## src/rtl/mini_uart_pkg.sv

```systemverilog
// Shared constants and types for the UART FIFO bridge: flow-control characters,
// transmit FSM states and a width helper usable in parameter expressions.
package mini_uart_pkg;
   localparam logic [7:0] XON  = 8'h11;
   localparam logic [7:0] XOFF = 8'h13;

   typedef enum logic [2:0] {IDLE, LOAD, START, WAIT_HI, WAIT_LO} tx_state_e;

   function automatic int clog2(input int n);
      int r;
      r = 0;
      for (int i = 0; i < 31; i++)
         if ((1 << i) < n) r = i + 1;
      return r;
   endfunction
endpackage

```

## src/rtl/sync_fifo.sv

```systemverilog
// First-word fall-through FIFO; full/empty come from the occupancy counter and a
// push into a full FIFO is accepted only when a pop happens in the same cycle.
module sync_fifo
   import mini_uart_pkg::*;
#(
   parameter  int WIDTH = 8,
   parameter  int DEPTH = 8,
   localparam int AW    = clog2(DEPTH)
) (
   input  logic             clk,
   input  logic             rst_n,
   input  logic             push,
   input  logic             pop,
   input  logic [WIDTH-1:0] din,
   output logic [WIDTH-1:0] dout,
   output logic             empty,
   output logic             full,
   output logic [AW:0]      count
);
   logic [DEPTH-1:0][WIDTH-1:0] mem;
   logic [AW-1:0]               wr_ptr, rd_ptr;
   logic                        do_push, do_pop;

   assign empty   = (count == '0);
   assign full    = (count == (AW+1)'(DEPTH));
   assign do_pop  = pop & ~empty;
   assign do_push = push & (~full | do_pop);
   assign dout    = mem[rd_ptr];

   // pointers are exactly AW bits wide, so the increment wraps modulo DEPTH
   always_ff @(posedge clk or negedge rst_n) begin
      if (!rst_n) begin
         mem    <= '0;
         wr_ptr <= '0;
         rd_ptr <= '0;
         count  <= '0;
      end else begin
         if (do_push) begin
            mem[wr_ptr] <= din;
            wr_ptr      <= wr_ptr + 1'b1;
         end
         if (do_pop) rd_ptr <= rd_ptr + 1'b1;
         count <= count + (AW+1)'(do_push) - (AW+1)'(do_pop);
      end
   end
endmodule

```

## src/rtl/uart_fifo_bridge.sv

```systemverilog
// Buffered byte bridge between uartrx/uarttx and the CPU: RX and TX FIFOs, a
// transmit drain FSM with busy timeout, sticky overrun and optional XON/XOFF.
module uart_fifo_bridge
   import mini_uart_pkg::*;
#(
   parameter  int WIDTH    = 8,
   parameter  int DEPTH    = 8,
   parameter  int FLOW     = 0,
   parameter  int HI_WM    = DEPTH - 2,
   parameter  int LO_WM    = DEPTH / 4,
   parameter  int BUSY_TMO = 4,
   localparam int CW       = clog2(DEPTH) + 1
) (
   input  logic             clk,
   input  logic             rst_n,
   input  logic [WIDTH-1:0] rx_data,
   input  logic             rx_strobe,
   output logic [WIDTH-1:0] tx_data,
   output logic             tx_start,
   input  logic             tx_busy,
   output logic [WIDTH-1:0] rd_data,
   output logic             rd_valid,
   input  logic             rd_en,
   input  logic [WIDTH-1:0] wr_data,
   input  logic             wr_en,
   output logic             wr_full,
   output logic [CW-1:0]    rx_count,
   output logic             overrun,
   input  logic             clr_overrun
);
   localparam int TW = (clog2(BUSY_TMO + 1) < 1) ? 1 : clog2(BUSY_TMO + 1);

   logic             rx_empty, rx_full;
   logic             tx_empty, tx_full, tx_push, tx_pop;
   logic [WIDTH-1:0] tx_head;
   logic [CW-1:0]    tx_count;

   tx_state_e        state;
   logic             sel_flow, sel_xoff, xoff_sent;
   logic [TW-1:0]    tmo;
   logic             need_xoff, need_xon;

   sync_fifo #(.WIDTH(WIDTH), .DEPTH(DEPTH)) u_rx (
      .clk(clk), .rst_n(rst_n), .push(rx_strobe), .pop(rd_en), .din(rx_data),
      .dout(rd_data), .empty(rx_empty), .full(rx_full), .count(rx_count)
   );

   // CPU writes into a full TX FIFO are dropped even if the FSM pops that cycle
   assign tx_push = wr_en & ~tx_full;
   assign tx_pop  = (state == LOAD) & ~sel_flow;

   sync_fifo #(.WIDTH(WIDTH), .DEPTH(DEPTH)) u_tx (
      .clk(clk), .rst_n(rst_n), .push(tx_push), .pop(tx_pop), .din(wr_data),
      .dout(tx_head), .empty(tx_empty), .full(tx_full), .count(tx_count)
   );

   assign rd_valid = ~rx_empty;
   assign wr_full  = (tx_count == CW'(DEPTH));

   always_ff @(posedge clk or negedge rst_n) begin
      if (!rst_n) overrun <= 1'b0;
      else if (clr_overrun) overrun <= 1'b0;
      else if (rx_strobe && rx_full && !rd_en) overrun <= 1'b1;
   end

   // level-based requests: a re-crossing before LOAD simply withdraws the request
   assign need_xoff = (FLOW != 0) && (rx_count >= CW'(HI_WM)) && !xoff_sent;
   assign need_xon  = (FLOW != 0) && (rx_count <= CW'(LO_WM)) &&  xoff_sent;

   always_ff @(posedge clk or negedge rst_n) begin
      if (!rst_n) begin
         state     <= IDLE;
         tx_start  <= 1'b0;
         tx_data   <= '0;
         xoff_sent <= 1'b0;
         sel_flow  <= 1'b0;
         sel_xoff  <= 1'b0;
         tmo       <= '0;
      end else begin
         tx_start <= 1'b0;
         case (state)
            IDLE:
               if (need_xoff || need_xon) begin
                  sel_flow <= 1'b1;
                  sel_xoff <= need_xoff;
                  state    <= LOAD;
               end else if (!tx_empty) begin
                  sel_flow <= 1'b0;
                  state    <= LOAD;
               end
            LOAD: begin
               if (sel_flow) begin
                  tx_data   <= sel_xoff ? WIDTH'(XOFF) : WIDTH'(XON);
                  xoff_sent <= sel_xoff;
               end else begin
                  tx_data <= tx_head;
               end
               tx_start <= 1'b1;
               state    <= START;
            end
            START: begin
               tmo   <= '0;
               state <= WAIT_HI;
            end
            WAIT_HI:
               if (tx_busy) state <= WAIT_LO;
               else if (tmo == TW'(BUSY_TMO - 1)) state <= IDLE;
               else tmo <= tmo + 1'b1;
            WAIT_LO:
               if (!tx_busy) state <= IDLE;
            default: state <= IDLE;
         endcase
      end
   end
endmodule

```

## config.mk

```make
export PLATFORM = sky130hd
export DESIGN_NAME = uart_fifo_bridge
export DESIGN_NICKNAME = d
export VERILOG_FILES = /design/src/rtl/mini_uart_pkg.sv /design/src/rtl/sync_fifo.sv /design/src/rtl/uart_fifo_bridge.sv
export SDC_FILE = /design/constraint.sdc
export NUM_CORES = 1
export LEC_CHECK = 0
export CORE_UTILIZATION = 25
export CTS_BUF_LIST = sky130_fd_sc_hd__clkbuf_4 sky130_fd_sc_hd__clkbuf_8
export DETAILED_ROUTE_END_ITERATION = 6
export SYNTH_ARGS = -nofsm -noshare
export SYNTH_HDL_FRONTEND = slang
export SYNTH_SLANG_ARGS = --single-unit
```

## constraint.sdc

```tcl
create_clock -name clk -period 3.3 [get_ports clk]
set_input_delay 0.66 -clock clk [delete_from_list [all_inputs] [get_ports clk]]
set_output_delay 0.66 -clock clk [all_outputs]
set_load 0.01 [all_outputs]
```

Word level (Yosys, flattened, before mapping):

Index checks and enable logic that the tools add are counted.

* flip-flop bits (word level): 164
* output and inout bits: 24
* logic and storage cells: 98

* add/sub/neg operators: 9
* magnitude comparators: 6
* eq/ne operators: 12
* multiplexer cells: 21
* bitwise logic cells: 11
* reduce and logical (&&, ||, !) cells: 12

Operators by type and width (count)
* bitwise mux 64 bit: 2
* binary-select mux 8 bit (select 3 bit): 2
* demux 8 bit (select 3 bit): 2
* 2-to-1 mux 8 bit: 4
* 2-to-1 mux 3 bit: 6
* < comparator 3 x 4 -> 1 bit (second input constant): 4
* adder 3 x 1 -> 3 bit (second input constant): 5
* one-hot mux 3 bit (5 select lines): 1
* equality test 3 x 2 -> 1 bit (second input constant): 3
* adder 4 x 1 -> 4 bit: 2
* equality test 4 bit (second input constant): 2
* zero test 4 bit: 2
* inequality test 2 bit (second input constant): 4
* subtractor 4 x 1 -> 4 bit: 2
* >= comparator 3 x 1 -> 1 bit (second input constant): 2
* one-hot mux 3 bit (2 select lines): 1
* AND reduction 3 bit: 2
* AND 1 bit: 5
* logical AND 1 bit: 4
* NOT 1 bit: 4
* nonzero test 2 bit: 2
* equality test 3 x 1 -> 1 bit (second input constant): 1
* equality test 3 bit (second input constant): 1
* zero test 3 bit: 1
* 4 further kinds: 7

Logic depth before layout (Yosys ltp):

* depth in word-level cells: 7
* mapped depth: 11

By module:

Synthesis repeated with hierarchy kept, for this count alone.

* cell total of the unflattened synthesis: 510
* area, all modules: 7826.3 µm²

By module, submodules not included
* sync_fifo (u_rx): instances 1, cells each 225, area an instance 3570.9 µm², sequential area each 1851.8 µm²
* sync_fifo (u_tx): instances 1, cells each 224, area an instance 3534.6 µm², sequential area each 1851.8 µm²
* uart_fifo_bridge: instances 1, cells each 61, area an instance 720.7 µm², sequential area each 400.4 µm²

Worst setup path before layout:

No wires, ideal clock.

* path kind: reg-to-reg
* start point: register u_rx.count[2]
* end point: register u_rx.count[2]
* library setup time: 0.122 ns
* arrival: 2.339 ns
* required time: 3.178 ns
* path slack: 0.839 ns
* cell stages (with the launch flop): 11
* buffers on the path: 0
* clock period less this slack: 2.461 ns
* cell sequence: dfrtp_1 -> inv_1 -> ha_1 -> or3b_2 -> nand2_1 -> inv_1 -> ha_1 -> inv_1 -> ha_1 -> fa_1 -> xor2_1

* word-level cells in the longest chain between the ends: 7

Ends and longest elaborated chain
* start: declaration: line sync_fifo.sv:18 `output logic [AW:0] count`
* start signal: assignment: line sync_fifo.sv:43 `count <= count + (AW+1)'(do_push) - (AW+1)'(do_pop);`
* zero test 4 bit (*): line sync_fifo.sv:24 `assign empty = (count == '0);`
* NOT 1 bit (*)
* named net rd_valid: line uart_fifo_bridge.sv:22 `output logic rd_valid,`
* AND 1 bit (*): line sync_fifo.sv:26 `assign do_pop = pop & ~empty;`
* named net u_rx.do_pop: line sync_fifo.sv:22 `logic do_push, do_pop;`
* bitwise OR 1 bit: line sync_fifo.sv:27 `assign do_push = push & (~full | do_pop);`
* AND 1 bit: line sync_fifo.sv:27
* adder 4 x 1 -> 4 bit: line sync_fifo.sv:43
* subtractor 4 x 1 -> 4 bit (*): line sync_fifo.sv:43

Mark *: on every way through the listed nets, which the timed path passes. The rest lies on a longest branch.
A chain may end at the register's enable or synchronous reset.

Worst setup path after layout:

* start point: register u_rx.rd_ptr[0]
* end point: output port rd_data[5]

* word-level cells in the longest chain between the ends: 2

Ends and longest elaborated chain
* start: declaration: line sync_fifo.sv:21 `logic [AW-1:0] wr_ptr, rd_ptr;`
* start signal: assignment: line sync_fifo.sv:42 `if (do_pop) rd_ptr <= rd_ptr + 1'b1;`
* binary-select mux 8 bit (select 3 bit): line sync_fifo.sv:28 `assign dout = mem[rd_ptr];`
* 2-to-1 mux 8 bit (implied by the code): line sync_fifo.sv:28
* end: declaration: line uart_fifo_bridge.sv:21 `output logic [WIDTH-1:0] rd_data,`

No other way between the ends. The select of a mux whose other input is x is not followed.

==> results.json <==
{
  "finalHoldViolCount": 0,
  "yosysMostFrequentCell": "dfrtp_1",
  "fillCellCount": 3112,
  "startpoint": "u_rx.rd_ptr[0]",
  "die_y_um": 179,
  "place_ws_ns": 0.565,
  "multi_input_area_um2": 3480,
  "die-area_um2": 32000,
  "crit_end": "rd_data[5]",
  "via_count": 4433,
  "pwr_density_cell_nw_per_um2": 1000,
  "cts_buffer_depth": 2,
  "synth.avg_cell_area_um2": 14.7,
  "final_cell_count_no_fill": 990,
  "r2r-end": "u_rx.count[2]",
  "setup_ws_ns": 0.171,
  "rr_startpoint": "u_rx.count[2]",
  "ys_seq_area_share_pct": 52.5,
  "synth_commonest_cells": "164 x dfrtp_1, 157 x mux2_2, 23 x inv_1",
  "clk_pin_slew_ns": 0.08,
  "grt_usage_pct": 10.7,
  "slew_violations": 0,
  "slew_headroom_pct": 43.1,
  "routed_wl_mm": 15.7,
  "worst_skew_pair.late_latency_ns": 0.46,
  "areaGrowthSynthToFinish_pct": 17.4,
  "switchingPower_mw": 3.03,
  "holdBufCountCts": 0,
  "drc": 0,
  "cts_max_level": 4,
  "leakagePower_nw": 3.84,
  "cp.arrival_ns": 2.47,
  "routabilityCongestion": 0.718,
  "vias_per_cell": 4.48,
  "wl_per_cell_um": 15.9,
  "pwr-share-seq_pct": 40.6,
  "reg2reg_slack_ns": 0.77,
  "netlist.area_leader.share_pct": 52.5,
  "placed_cells": 958,
  "core.rowCount": 64,
  "p_int_mw": 6.19,
  "ys_seq_elements": 164,
  "skew_ns": 0.00807,
  "cts_setup_buffers": 0,
  "grt_max_degree": 68,
  "synthTopCellsByArea": "dfrtp_1 53%, mux2_2 23%, mux4_2 4.6%",
  "ir_drop_v": 0.000428,
  "synthDistinctLibCells": 45,
  "synth_edf_count": 0,
  "status": "finished clean",
  "drive_gt1_share_pct": 39.2,
  "ctsResizeCount": 0,
  "path_max_fanout": 18,
  "register_area_um2": 4110,
  "cp-end-kind": "output port",
  "async_flop_share_pct": 100,
  "worstHoldPathType": "in2async",
  "die_x_um": 179,
  "clkPwrFrac_pct": 17.5,
  "drtAntennaViolNets": 0,
  "antenna_found_initial": 0,
  "n_antenna_cell": 0,
  "cap_violations": 0,
  "synth_top_area_cell": "dfrtp_1",
  "drt_pass1_iterations": 4,
  "critical_path_class": "reg2out",
  "p_comb_share_pct": 41.9,
  "critPathLaunchType": "flop",
  "cts.sinks": 164,
  "initial_utilization_pct": 25.5,
  "min_period_ns": 3.13,
  "fmax_ghz": 0.320,
  "synth_warnings": 0,
  "num_io_pins": 47,
  "grt_pass1_vias": 4613,
  "dpl.hpwl_mm": 10.2,
  "cts_buffers": 17,
  "coreArea_um2": 30700,
  "layout.nets": 624,
  "grt_pass1_wl_mm": 26.0,
  "syn_inst": 531,
  "finalPower_mw": 9.21,
  "rsz0062_at_grt": "false",
  "cts_root_buf": "clkbuf_8",
  "portBuffers": 46,
  "required_ns": 2.64,
  "whs_ns": 0.207,
  "synth_nets": 574,
  "netlist_area_um2": 7810,
  "r2r_cells": 10,
  "cts_tree": "built",
  "fin_setup_tns_ns": 0,
  "drtIter0Drc": 182,
  "synth-main-ff-cell": "dfrtp_1",
  "gr-total-overflow": 0,
  "worst-slew-pin-transition_ns": 0.852,
  "final.period_utilization_pct": 94.8,
  "finalSetupViolations": 0,
  "switching_share_pct": 32.8
}
==> sequential cells by signal, summed over array words and instances (netlist names) <==
| register | flops |
|---|---|
| tx_data | 8 |
| u_tx.mem | 64 |
| u_tx.wr_ptr | 3 |
| u_tx.count | 4 |
| u_rx.rd_ptr | 3 |
| u_rx.count | 4 |
| u_tx.rd_ptr | 3 |
| tx_start | 1 |
| u_rx.wr_ptr | 3 |
| overrun | 1 |
| tmo | 3 |
| state | 3 |
| u_rx.mem | 64 |
==> power groups by stage <==
stage | Clock, mW | Sequential, mW | Combinational [mW]
after floorplan | 0 | 3.48 | 3.02
after global placement | 0 | 3.77 | 3.83
after detailed placement | 0 | 3.79 | 3.92
after CTS | 1.68 | 3.74 | 3.94
after global routing | 1.76 | 3.89 | 4.28
final | 1.61 | 3.74 | 3.86
==> routing by layer <==
| metal | wire [µm] | global-route usage, % | share of wire, % |
|---|---|---|---|
| met1 | 7480 | 13.9 | 48 |
| met2 | 7540 | 17.7 | 48 |
| met3 | 506 | 2.74 | 3.2 |
| met4 | 176 | 2.97 | 1.1 |
| met5 | 0 | 0 | 0 |
==> worst min path at each step <==
stage | start | to
detailed placement | tx_data[4] | tx_data[4]
finish | rst_n | overrun
CTS | rst_n | overrun
floorplan | rst_n | overrun
global route | rst_n | u_rx.count[3]
global placement | tx_data[3] | tx_data[3]
==> worst max-delay path, stage by stage (launching register included) <==
cell and delay [ns]:
dfrtp_1 0.33, buf_4 0.34, mux4_2 0.54, mux2_2 0.30, clkdlybuf4s50_1 0.49
==> final cells by class <==
type / count / area share [%]
Clock buffer: 20 / 2.87
Sequential cell: 164 / 44.8
Multi-Input combinational cell: 320 / 38.0
Tap cell: 396 / 5.40
Timing Repair Buffer: 55 / 6.05
Clock inverter: 12 / 1.97
Inverter: 23 / 0.942
==> stage by stage <==
step / instance area, µm² / utilization [%]
finish: 9170 / 29.9
global route: 9170 / 29.9
CTS: 9170 / 29.9
detailed placement: 8720 / 28.4
global placement: 8720 / 28.4
floorplan: 7810 / -
==> cell usage in the layout (no fill, tap or decap), types with 3 or more instances in the layout <==
| cell | count |
|---|---|
| and4b_1 | 3 |
| inv_1 | 23 |
| a22o_1 | 11 |
| o2111ai_4 | 7 |
| nor2b_1 | 6 |
| clkinvlp_4 | 5 |
| bufinv_16 | 4 |
| mux2_2 | 157 |
| mux2i_1 | 16 |
| o22ai_1 | 8 |
| xnor2_1 | 7 |
| mux4_2 | 16 |
| clkbuf_8 | 18 |
| clkdlybuf4s50_1 | 45 |
| nand4_2 | 4 |
| a21oi_1 | 4 |
| o31ai_1 | 8 |
| nand2_1 | 12 |
| dfrtp_1 | 163 |
| ha_1 | 18 |
| or3b_1 | 3 |
| nor2_1 | 7 |
| buf_4 | 7 |
| xor2_1 | 5 |
==> kinds of logic after synthesis <==
logic type                 after synthesis  synth area share [%]
DFF                                    164                  52.5
buffers and inverters                   47                  2.84
AOI/OAI and AO/OA                       48                  6.28
adders and majority gates               20                  3.40
and+or+nand+nor                         51                  4.29
xor gates and xnor gates                12                  1.35
muxes                                  189                  29.3
Note: power is estimated with default switching activity, not from simulation.
